===== src/rtl/ipsxb_qsgmii_lane_rst_fsm.sv =====
// ipsxb_qsgmii_lane_rst_fsm: QSGMII HSST lane bring-up sequencer (PLL, TX lane, RX lane resets)
// Ports:
//   clk, rst_n              free-running config clock, async active-low reset
//   i_pll_lock/i_rx_sigdet/i_cdr_lock  async HSST status, 2-flop synchronised here
//   i_force_rst             level request to hold and restart the whole sequence
//   o_pll_rst/o_tx_lane_rst/o_rx_lane_rst  active-high resets
//   o_tx_lane_done/o_rx_lane_done  lane ready levels for the PCS reset generator
//   o_retry_cnt             saturating timeout retry count (TX and RX combined)
module ipsxb_qsgmii_lane_rst_fsm #(
  parameter int CNT_W        = 20,
  parameter int RST_HOLD     = 64,
  parameter int LOCK_STABLE  = 1024,
  parameter int CDR_STABLE   = 1024,
  parameter int LOCK_TIMEOUT = 500000
) (
  input  logic       clk,
  input  logic       rst_n,
  input  logic       i_pll_lock,
  input  logic       i_rx_sigdet,
  input  logic       i_cdr_lock,
  input  logic       i_force_rst,
  output logic       o_pll_rst,
  output logic       o_tx_lane_rst,
  output logic       o_rx_lane_rst,
  output logic       o_tx_lane_done,
  output logic       o_rx_lane_done,
  output logic [7:0] o_retry_cnt
);
  typedef enum logic [1:0] {TX_PLL_RST, TX_WAIT_LOCK, TX_LANE_RST, TX_DONE} tx_state_t;
  typedef enum logic [2:0] {RX_IDLE, RX_WAIT_SIGDET, RX_LANE_RST, RX_WAIT_CDR, RX_DONE} rx_state_t;
  // Counters compare against N-1 so a state lasts exactly N cycles from entry.
  localparam logic [CNT_W-1:0] HOLD_END = CNT_W'(RST_HOLD - 1);
  localparam logic [CNT_W-1:0] LOCK_END = CNT_W'(LOCK_STABLE - 1);
  localparam logic [CNT_W-1:0] CDR_END  = CNT_W'(CDR_STABLE - 1);
  localparam logic [CNT_W-1:0] TMO_END  = CNT_W'(LOCK_TIMEOUT - 1);
  logic [1:0] r_lock_s, r_sig_s, r_cdr_s;
  logic w_lock, w_sig, w_cdr;
  tx_state_t r_tx_st, w_tx_nxt;
  rx_state_t r_rx_st, w_rx_nxt;
  logic [CNT_W-1:0] r_tx_cnt, w_tx_cnt_nxt, r_tx_to, w_tx_to_nxt;
  logic [CNT_W-1:0] r_rx_cnt, w_rx_cnt_nxt, r_rx_to, w_rx_to_nxt;
  logic w_tx_tmo, w_rx_tmo;
  assign w_lock = r_lock_s[1];
  assign w_sig  = r_sig_s[1];
  assign w_cdr  = r_cdr_s[1];
  always_comb begin
    w_tx_nxt     = r_tx_st;
    w_tx_cnt_nxt = r_tx_cnt + CNT_W'(1);
    w_tx_to_nxt  = '0;
    w_tx_tmo     = 1'b0;
    if (i_force_rst) w_tx_nxt = TX_PLL_RST;
    else case (r_tx_st)
      TX_PLL_RST:   w_tx_nxt = (r_tx_cnt == HOLD_END) ? TX_WAIT_LOCK : TX_PLL_RST;
      TX_WAIT_LOCK: begin
        w_tx_cnt_nxt = w_lock ? r_tx_cnt + CNT_W'(1) : '0;
        w_tx_to_nxt  = r_tx_to + CNT_W'(1);
        // Reaching stability wins over a timeout landing on the same cycle.
        w_tx_tmo     = !(w_lock && r_tx_cnt == LOCK_END) && r_tx_to == TMO_END;
        w_tx_nxt     = (w_lock && r_tx_cnt == LOCK_END) ? TX_LANE_RST : w_tx_tmo ? TX_PLL_RST : TX_WAIT_LOCK;
      end
      TX_LANE_RST:  w_tx_nxt = !w_lock ? TX_PLL_RST : (r_tx_cnt == HOLD_END) ? TX_DONE : TX_LANE_RST;
      default:      w_tx_nxt = w_lock ? TX_DONE : TX_PLL_RST;
    endcase
    if (i_force_rst || w_tx_nxt != r_tx_st || w_tx_nxt == TX_DONE) begin
      w_tx_cnt_nxt = '0;
      w_tx_to_nxt  = '0;
    end
  end
  always_comb begin
    w_rx_nxt     = r_rx_st;
    w_rx_cnt_nxt = r_rx_cnt + CNT_W'(1);
    w_rx_to_nxt  = '0;
    w_rx_tmo     = 1'b0;
    // RX only advances while TX is done and staying done; any TX exit parks RX in the same cycle.
    if (r_tx_st != TX_DONE || w_tx_nxt != TX_DONE) w_rx_nxt = RX_IDLE;
    else case (r_rx_st)
      RX_IDLE:        w_rx_nxt = RX_WAIT_SIGDET;
      RX_WAIT_SIGDET: w_rx_nxt = w_sig ? RX_LANE_RST : RX_WAIT_SIGDET;
      RX_LANE_RST:    w_rx_nxt = (r_rx_cnt == HOLD_END) ? RX_WAIT_CDR : RX_LANE_RST;
      RX_WAIT_CDR: begin
        w_rx_cnt_nxt = w_cdr ? r_rx_cnt + CNT_W'(1) : '0;
        w_rx_to_nxt  = r_rx_to + CNT_W'(1);
        w_rx_tmo     = w_sig && !(w_cdr && r_rx_cnt == CDR_END) && r_rx_to == TMO_END;
        w_rx_nxt     = !w_sig ? RX_WAIT_SIGDET : (w_cdr && r_rx_cnt == CDR_END) ? RX_DONE : w_rx_tmo ? RX_LANE_RST : RX_WAIT_CDR;
      end
      default:        w_rx_nxt = (w_sig && w_cdr) ? RX_DONE : RX_WAIT_SIGDET;
    endcase
    if (w_rx_nxt != r_rx_st || (w_rx_nxt != RX_LANE_RST && w_rx_nxt != RX_WAIT_CDR)) begin
      w_rx_cnt_nxt = '0;
      w_rx_to_nxt  = '0;
    end
  end
  always_ff @(posedge clk or negedge rst_n) begin
    if (!rst_n) begin
      r_lock_s       <= '0;
      r_sig_s        <= '0;
      r_cdr_s        <= '0;
      r_tx_st        <= TX_PLL_RST;
      r_rx_st        <= RX_IDLE;
      r_tx_cnt       <= '0;
      r_tx_to        <= '0;
      r_rx_cnt       <= '0;
      r_rx_to        <= '0;
      o_pll_rst      <= 1'b1;
      o_tx_lane_rst  <= 1'b1;
      o_rx_lane_rst  <= 1'b1;
      o_tx_lane_done <= 1'b0;
      o_rx_lane_done <= 1'b0;
      o_retry_cnt    <= '0;
    end else begin
      r_lock_s       <= {r_lock_s[0], i_pll_lock};
      r_sig_s        <= {r_sig_s[0], i_rx_sigdet};
      r_cdr_s        <= {r_cdr_s[0], i_cdr_lock};
      r_tx_st        <= w_tx_nxt;
      r_rx_st        <= w_rx_nxt;
      r_tx_cnt       <= w_tx_cnt_nxt;
      r_tx_to        <= w_tx_to_nxt;
      r_rx_cnt       <= w_rx_cnt_nxt;
      r_rx_to        <= w_rx_to_nxt;
      // Outputs are decoded from the next state so they change on the same edge as the state.
      o_pll_rst      <= w_tx_nxt == TX_PLL_RST;
      o_tx_lane_rst  <= w_tx_nxt != TX_DONE;
      o_tx_lane_done <= w_tx_nxt == TX_DONE;
      o_rx_lane_rst  <= w_rx_nxt != RX_WAIT_CDR && w_rx_nxt != RX_DONE;
      o_rx_lane_done <= w_rx_nxt == RX_DONE;
      o_retry_cnt    <= ((w_tx_tmo || w_rx_tmo) && o_retry_cnt != 8'hff) ? o_retry_cnt + 8'd1 : o_retry_cnt;
    end
  end
endmodule


===== config.mk =====
export PLATFORM = sky130hd
export DESIGN_NAME = ipsxb_qsgmii_lane_rst_fsm
export DESIGN_NICKNAME = d
export VERILOG_FILES = /design/src/rtl/ipsxb_qsgmii_lane_rst_fsm.sv
export SDC_FILE = /design/constraint.sdc
export NUM_CORES = 1
export LEC_CHECK = 0
export ABC_AREA = 1
export CAP_MARGIN = 20
export CORE_MARGIN = 1
export CORE_UTILIZATION = 56
export DETAILED_ROUTE_END_ITERATION = 10
export PLACE_DENSITY = 0.77
export SYNTH_ARGS = -nofsm -noshare
export SYNTH_HDL_FRONTEND = slang
export SYNTH_SLANG_ARGS = --single-unit

===== constraint.sdc =====
create_clock -name clk -period 1.81 [get_ports clk]
set_input_delay 0.543 -clock clk [delete_from_list [all_inputs] [get_ports clk]]
set_output_delay 0.543 -clock clk [all_outputs]
set_load 0.02 [all_outputs]

# After elaboration in Yosys (flattened, before gate mapping)

Index checks and enable logic that the tools add are counted.

Bits in registers: 104
Word-level logic and storage cells: 94

Reductions and logical operators: 19
Equal/unequal tests: 21
Multiplexer cells: 34
$add $sub $neg: 5

Operators with widths:

| operator                                                                | number |
|---|---|
| 20-bit two-way mux                                                      | 14 |
| 20-bit by 1-bit adder with 20-bit output, second input constant         | 4 |
| 20-bit by 10-bit equality test with 1-bit output, second input constant | 2 |
| 20-bit by 19-bit equality test with 1-bit output, second input constant | 2 |
| 20-bit by 6-bit equality test with 1-bit output, second input constant  | 2 |
| 3-bit two-way mux                                                       | 4 |
| 3-bit case mux with 4 select lines                                      | 1 |
| 2-bit two-way mux                                                       | 5 |
| 1-bit logical AND                                                       | 9 |
| 1-bit two-way mux                                                       | 9 |
| 8-bit by 1-bit adder with 8-bit output, second input constant           | 1 |
| 8-bit inequality test, second input constant                            | 1 |
| 3-bit by 2-bit equality test with 1-bit output, second input constant   | 2 |
| 3-bit by 2-bit inequality test with 1-bit output, second input constant | 2 |
| 2-bit case mux with 3 select lines                                      | 1 |
| 1-bit logical OR                                                        | 5 |
| 2-bit equality test, second input constant                              | 2 |
| 2-bit zero test                                                         | 2 |
| 2-bit inequality test, second input constant                            | 2 |
| 3-bit by 1-bit equality test with 1-bit output, second input constant   | 1 |
| 3-bit equality test, second input constant                              | 1 |
| 3-bit zero test                                                         | 1 |
| 3-bit inequality test                                                   | 1 |
| 3-bit inequality test, second input constant                            | 1 |
| other kinds (3)                                                         | 4 |

# Longest topological paths before layout

Gate-level depths: netlist of run 1.

Depth in word-level cells: 15
Gate-level depth with buffers: 15
Depth with buffers taken out: 14

# Worst setup path after synthesis of run 1

OpenSTA, ideal clock, no wires.

Path type: input to register
From: input port i_force_rst
To: register o_retry_cnt[3]
Arrival time: 1.795 ns
Buffers on the path: 1
Slack: -0.098 ns
Stages on the path: 11
Cells stage by stage: clkbuf_2 > nor3_4 > inv_1 > nor2_2 > nand3_1 > nand2_2 > nand2_1 > nor2_1 > nand2_1 > nand2_1 > inv_1

Cells in the longest elaborated chain, start to end: 6

RTL lines:

| what                  | line | source |
|---|---|---|
| start, declared       | 21   | `input logic i_force_rst,` |
| 2-bit two-way mux     | 51   | `if (i_force_rst) w_tx_nxt = TX_PLL_RST;` |
| 2-bit inequality test | 75   | `if (r_tx_st != TX_DONE \|\| w_tx_nxt != TX_DONE) w_rx_nxt = RX_IDLE;` |
| 1-bit logical OR      | 75   |  |
| 1-bit two-way mux     | 75   |  |
| 1-bit logical OR (*)  | 126  | `o_retry_cnt <= ((w_tx_tmo \|\| w_rx_tmo) && o_retry_cnt != 8'hff) ? o_retry_cnt + 8'd1 : o_retry_cnt;` |
| 1-bit logical AND (*) | 126  |  |
| end signal, assigned  | 126  |  |
| end, declared         | 27   | `output logic [7:0] o_retry_cnt` |

Mark *: on every way between the ends. The rest lies on a longest branch, timed or not.
A chain may end at the register's enable or synchronous reset.

# Worst setup path in the final report of run 1

From: register r_rx_to[12]
To: register r_rx_to[18]

Cells in the longest elaborated chain, start to end: 11

RTL lines:

| what                                             | line | source |
|---|---|---|
| start, declared                                  | 41   | `logic [CNT_W-1:0] r_rx_cnt, w_rx_cnt_nxt, r_rx_to, w_rx_to_nxt;` |
| start signal, assigned                           | 119  | `r_rx_to <= w_rx_to_nxt;` |
| 20-bit by 19-bit equality test with 1-bit output | 83   | `w_rx_tmo = w_sig && !(w_cdr && r_rx_cnt == CDR_END) && r_rx_to == TMO_END;` |
| 1-bit logical AND                                | 83   |  |
| 1-bit two-way mux                                | 84   | `w_rx_nxt = !w_sig ? RX_WAIT_SIGDET : (w_cdr && r_rx_cnt == CDR_END) ? RX_DONE : w_rx_tmo ? RX_LANE_RST : RX_WA ...` |
| 3-bit two-way mux (2 in series)                  | 84   |  |
| 3-bit case mux with 4 select lines               | 76   | `else case (r_rx_st)` |
| 3-bit two-way mux                                | 75   |  |
| 3-bit by 2-bit inequality test with 1-bit output | 88   | `if (w_rx_nxt != r_rx_st \|\| (w_rx_nxt != RX_LANE_RST && w_rx_nxt != RX_WAIT_CDR)) begin` |
| 1-bit logical AND                                | 88   |  |
| 1-bit logical OR                                 | 88   |  |
| 20-bit two-way mux (*)                           | 88   |  |
| via w_rx_to_nxt[18]                              | 41   |  |

Mark *: on every way through the listed nets, which the timed path passes. The rest lies on a longest branch.

==> impl_metrics.json, run 1 <==
{
  "path_class": "register to register",
  "routabilityCongestion": 0.9500,
  "synth_cell_types": 38,
  "whs_ns": 0.04223,
  "grt_start_max_net_pins": 33,
  "firstDrtPassIters": 6,
  "antennaDiodeCount": 0,
  "fp.dieH_um": 103.9,
  "dp_slack_ns": -0.4110,
  "wirelength_mm": 16.24,
  "period_needed_ns": 2.160,
  "postRouteAntennaNets": 0,
  "grt_pass1_wl_mm": 24.54,
  "slowest_stage": "nor4_2",
  "wl_per_cell_um": 16.14,
  "grt_pass1_vias": 5590,
  "core_sq_mm": 0.009910,
  "synthToLayoutAreaGrowth_pct": 34.30,
  "final_nets": 879,
  "setup_slack_ns": -0.3497,
  "route.detailed.drc": 0,
  "cp_max_fo": 3,
  "ys_ff_latch": 104,
  "dieArea_sq_mm": 0.01079,
  "utilization_pct": 78.76,
  "clock_sinks": 104,
  "drv_cap": 0,
  "slew_headroom_pct": 51.25,
  "fin_crit_sh_pct": 119.3,
  "p_per_area_mw_per_mm2": 545.7,
  "cts_tree": "yes",
  "ir_drop_v": 0.0005396,
  "p_leak_nw": 3.401,
  "critPathBufInv": 2,
  "hpwl_mm": 9.715,
  "synth_area_sq_mm": 0.005812,
  "worstSetupStartpoint": "r_rx_to[12]",
  "synth_warnings": 0,
  "critPathRequiredTime_ns": 2.10,
  "syn_inst": 728,
  "cts_hold_buffers": 0,
  "start_util_pct": 58.65,
  "synth_edf_count": 0,
  "io_pins": 19,
  "cts_buffers": 9,
  "grt_use_met3_pct": 6.454,
  "met1_usage_pct": 32.86,
  "num_rows": 36,
  "vias_per_cell": 5.687,
  "met2_usage_pct": 48.90,
  "die_w_um": 103.9,
  "async_reset_ff_share_pct": 100.0,
  "total_power_mw": 4.260,
  "cts_max_level": 3,
  "worst_slew_pin_slew_ns": 0.7221,
  "hold_viol": 0,
  "gr-max-usage-layer": "met2",
  "grt.total_usage_pct": 28.02,
  "synth-seq-area-share_pct": 44.84,
  "status": "finished with violations",
  "clk_path_buf_depth": 2,
  "root_buffer": "clkbuf_8",
  "clock_latency_ns": 0.40,
  "num-fill-cells": 600,
  "r2r-start": "r_rx_to[12]",
  "violations": "setup timing",
  "skew_ns": 0.02376,
  "max_freq_ghz": 0.4630,
  "antenna_found_initial": 0,
  "cpPeakStageDelay_ns": 0.44,
  "endpoint_kind": "register",
  "synth.area.top_cells": "dfrtp_1, nand2_1, nor2_1",
  "synth_top_area_share_pct": 43.49,
  "crit_family": "simple AND/OR/NAND/NOR gates",
  "syn_area_per_cell_sq_um": 7.983,
  "synth_ff_type": "dfrtp_1",
  "syn_nets": 739,
  "path_clk_slew_ns": 0.13,
  "drtIter0Drc": 315,
  "maxSlewViolCount": 0,
  "path_cells": "inv_1, buf_4, nor3_1, nand3_1, nor4_2, xor2_1, nor2_1",
  "yosys-top-cells-count": "nand2_1, nor2_1, dfrtp_1",
  "arrival_ns": 2.45,
  "min_path_type": "input port to async pin",
  "rsz0062_at_grt": "yes",
  "drive_gt1_share_pct": 31.50,
  "cp-start-kind": "register",
  "vias": 5721,
  "yosysTopAreaCell": "dfrtp_1",
  "grt-ovfl-total": 0,
  "io_buffers": 18,
  "setup_viol": 87
}
## metal layers
metal	vias to the layer above	share of wire [%]	wire length (um)
met3	70	6.1	993
met1	2727	39	6278
met5	-	0	0
met4	0	4.0	646
met2	277	51	8318
li1	2647	-	-
## power by group
| part | total (mW) | switching [mW] | internal (mW) |
|---|---|---|---|
| Sequential | 2.34 | 0.00942 | 2.33 |
| Clock | 1.72 | 0.912 | 0.811 |
| Combinational | 0.193 | 0.118 | 0.0745 |
| Total | 4.26 | 1.04 | 3.22 |
## per-stage QoR
stage | instances | area, sq um | setup TNS [ns]
after CTS | 989 | 7388 | -9.396
after global routing | 1006 | 7805 | -30.12
final | 1006 | 7805 | -16.31
after global placement | 961 | 6862 | -22.05
after detailed placement | 961 | 6862 | -26.11
after floorplan | 728 | 5829 | -0.1844
## path summary, 6_finish.rpt
path / end / slack [ns] / cells past startpoint
max in group asynchronous: o_tx_lane_rst / 1.21 / 2
worst max register to register: r_rx_to[18] / -0.35 / 7
worst min-delay path: r_rx_cnt[0] / 0.04 / 1
worst max-delay path: r_rx_to[18] / -0.35 / 7
worst min register to register: r_sig_s[1] / 0.35 / 0
min in group clk: r_sig_s[1] / 0.35 / 0
## state kept, by name, summed over array words and instances, names as in the netlist, 2 cells and up
register / count
r_rx_cnt: 20
r_rx_to: 20
r_tx_cnt: 20
r_tx_to: 20
o_retry_cnt: 8
r_rx_st: 3
r_cdr_s: 2
r_lock_s: 2
r_sig_s: 2
r_tx_st: 2
## timing repair
item                       CTS  global route
setup buffers                8            16
setup endpoints to repair  102            94
gates resized for setup     58            68
gates cloned                 4             2
pin swaps                   19            25
## worst reg2reg max path: stages (launching register included)
cell     delay (ns)
dfrtp_1        0.40
inv_1          0.07
buf_4          0.14
nor3_1         0.41
nand3_1        0.24
nor4_2         0.44
xor2_1         0.29
nor2_1         0.07
## layout by cell type, fill, tap and decap left out, types with 4 or more instances in the layout
cell type,Yosys,layout
nand3_2,3,8
inv_1,96,95
nor2_1,126,81
or2_2,10,10
o31ai_1,5,5
nand2_1,126,118
xor2_1,30,30
dlygate4sd2_1,0,12
nor2_2,22,55
clkdlybuf4s50_1,0,4
clkbuf_8,0,9
nor2_4,3,15
nand3_4,3,12
buf_12,0,8
o311ai_0,14,13
nand2_2,6,10
o21ai_0,13,11
dfrtp_1,101,99
nand3_1,58,49
buf_6,6,4
nand4_1,25,25
xnor2_1,13,13
a21oi_1,5,5
buf_4,0,108
nor3_1,22,20
nor4_1,7,4
## layout make-up
cell class                      instances  area [sq um]  share of cell area [%]
Tap cell                              133         166.4                   2.132
Sequential cell                       104          2609                   33.42
Timing Repair Buffer                  138          1196                   15.33
Multi-Input combinational cell        518          3232                   41.41
Inverter                               97         364.1                   4.665
Clock inverter                          7         113.9                   1.459
Clock buffer                            9         123.9                   1.587
## cell families after synthesis
logic type / count (synthesis) / synth area share, %
flops: 104 / 44.84
fa+ha+maj: 5 / 1.076
compound gates: 48 / 5.770
buf+inv: 111 / 7.987
simple gates: 417 / 33.84
xor+xnor: 43 / 6.480
Note: power is estimated with default switching activity, not from simulation.
==> inputs of run 2 (changes only) <==
--- a/config.mk
+++ b/config.mk
@@ -8,9 +8,9 @@
 export ABC_AREA = 1
 export CAP_MARGIN = 20
 export CORE_MARGIN = 1
-export CORE_UTILIZATION = 56
+export CORE_UTILIZATION = 50
 export DETAILED_ROUTE_END_ITERATION = 10
-export PLACE_DENSITY = 0.77
+export PLACE_DENSITY = 0.7
 export SYNTH_ARGS = -nofsm -noshare
 export SYNTH_HDL_FRONTEND = slang
 export SYNTH_SLANG_ARGS = --single-unit
==> constraint.sdc (replaced) <==
create_clock -name clk -period 1.9 [get_ports clk]
set_input_delay 0.57 -clock clk [delete_from_list [all_inputs] [get_ports clk]]
set_output_delay 0.57 -clock clk [all_outputs]
set_load 0.02 [all_outputs]
==> run 2 against run 1 <==
  * The run still ends with setup timing left
  * Combinational power decreased by 6%
  * Die area increased by 12%
  * Non-clock buffer count decreased by 30
  * Sequential cell count unchanged
  * Critical path type unchanged
==> impl_metrics.json, run 2 (synthesis results as in run 1) <==
{
  "drtIter0Drc": 369,
  "p_per_area_mw_per_mm2": 574.0,
  "grt_start_max_net_pins": 53,
  "io_buffers": 18,
  "path_class": "register to register",
  "slew_headroom_pct": 57.53,
  "final_common_cell": "nand2_1",
  "cts_max_level": 3,
  "dp_slack_ns": -0.3423,
  "clk_path_buf_depth": 2,
  "drive_gt1_share_pct": 28.86,
  "drv_cap": 0,
  "r2r-start": "r_rx_cnt[1]",
  "critPathRequiredTime_ns": 2.14,
  "cpPeakStageDelay_ns": 0.40,
  "vias": 5204,
  "clock_latency_ns": 0.35,
  "path_clk_slew_ns": 0.06,
  "wirelength_mm": 13.89,
  "io_pins": 19,
  "grt-ovfl-total": 0,
  "hold_viol": 0,
  "period_needed_ns": 1.996,
  "fin_crit_sh_pct": 105.0,
  "wl_per_cell_um": 14.10,
  "r2r_slack_ns": -0.1,
  "root_buffer": "clkbuf_16",
  "die_w_um": 109.8,
  "max_freq_ghz": 0.5011,
  "reg2reg_depth": 11,
  "fp.dieH_um": 109.8,
  "grt_pass1_vias": 5008,
  "violations": "setup timing",
  "grt.total_usage_pct": 23.64,
  "fin_cells": 985,
  "num_rows": 39,
  "status": "finished with violations",
  "utilization_pct": 66.84,
  "vias_per_cell": 5.283,
  "routabilityCongestion": 0.9265,
  "worst_slew_pin_slew_ns": 0.6291,
  "dpl.cell_count": 944,
  "skew_ns": 0.01159,
  "synthToLayoutAreaGrowth_pct": 30.76,
  "worstSetupStartpoint": "r_rx_cnt[1]",
  "ir_drop_v": 0.0004065,
  "clock_sinks": 104,
  "hpwl_mm": 9.217,
  "start_util_pct": 51.12,
  "cp-start-kind": "register",
  "setup_slack_ns": -0.09567,
  "route.detailed.drc": 0,
  "rsz0062_at_grt": "yes",
  "firstDrtPassIters": 5,
  "final_cell_mix": "nand2_1, dfrtp_1, inv_1",
  "arrival_ns": 2.24,
  "postRouteAntennaNets": 0,
  "whs_ns": 0.09857,
  "antenna_found_initial": 0,
  "maxSlewViolCount": 0,
  "core_sq_mm": 0.01137,
  "final_nets": 849,
  "p_leak_nw": 3.279,
  "rr_endpoint": "r_rx_to[18]",
  "setup_viol": 72,
  "dieArea_sq_mm": 0.01206,
  "endpoint_kind": "register",
  "grt_pass1_wl_mm": 22.16,
  "slowest_stage": "dfrtp_1",
  "total_power_mw": 4.362,
  "path_cells": "ha_4, nand3_4, nor3_4, nand4_1, o21ai_1, nand2_1, nand2_2, nor2_2, buf_6, nand3_2, nor2_1",
  "cts_hold_buffers": 0,
  "cts_buffers": 9,
  "min_path_type": "input port to async pin",
  "cts_tree": "yes",
  "antennaDiodeCount": 0,
  "cp_max_fo": 8
}
[run 2: cell count changes in the layout (fill, tap and decap cells not counted), moves of 3 or more]
cell	previous run	this run
clkbuf_1	0	3
nand2_4	1	4
clkbuf_16	1	10
buf_4	108	80
clkbuf_8	9	0
nor2_2	55	58
[run 2: worst max-delay path by stage]
stage	endpoint	slack, ns	cells past startpoint
finish	r_rx_to[18]	-0.1	11
global route	r_tx_to[0]	-0.18	14
CTS	r_rx_to[1]	-0.06	11
floorplan	o_retry_cnt[3]	0.03	11
global placement	o_retry_cnt[3]	-0.24	11
detailed placement	o_retry_cnt[3]	-0.34	10
[run 2: per-stage QoR]
stage | cell area, sq um | setup TNS (ns)
2_1_floorplan | 5812 | 0
3_3_place_gp | 6649 | -15.44
3_5_place_dp | 6649 | -17.73
4_1_cts | 7153 | -1.410
5_1_grt | 7600 | -12.42
6_report | 7600 | -3.356
[run 2: area by class of cell]
| type | instances | area (sq um) |
|---|---|---|
| multi-input cells | 518 | 3191 |
| clock inverters | 3 | 68.82 |
| well taps | 143 | 178.9 |
| repair buffers | 108 | 949.7 |
| inverters | 97 | 364.1 |
| flip-flops and latches | 104 | 2611 |
| fillers | 913 | 3770 |
| clock buffers | 12 | 236.5 |
[run 2: what timing repair did]
action / 4_1_cts / 5_1_grt
gates resized for setup: 36 / 90
endpoints found under the setup margin: 93 / 91
cloned: 4 / 2
pin swaps: 15 / 25
buffers inserted: 8 / 12
[run 2: per-layer routing]
| layer | up-vias | track usage (%) | part of all wire [%] | wire length [um] |
|---|---|---|---|---|
| met5 | - | 0 | 0 | 0 |
| met4 | 0 | 9.143 | 1.9 | 261 |
| met3 | 25 | 4.920 | 3.4 | 467 |
| met2 | 96 | 41.21 | 52 | 7232 |
| met1 | 2503 | 28.51 | 43 | 5924 |
| li1 | 2580 | - | - | - |
[run 2: where the power goes]
part | internal (mW) | total [mW] | switching [mW]
registers | 2.22 | 2.23 | 0.00908
clock network | 1.15 | 1.95 | 0.795
logic | 0.0687 | 0.181 | 0.113
[run 2: worst max-delay path: cells and delay by family (launching register included)]
kind                     cells  cell delay (ns)
AO/OA/AOI/OAI                1             0.18
adder cells (fa/ha/maj)      1             0.18
buffers and inverters        1             0.16
flip-flops                   1             0.40
AND/OR/NAND/NOR              8             0.95
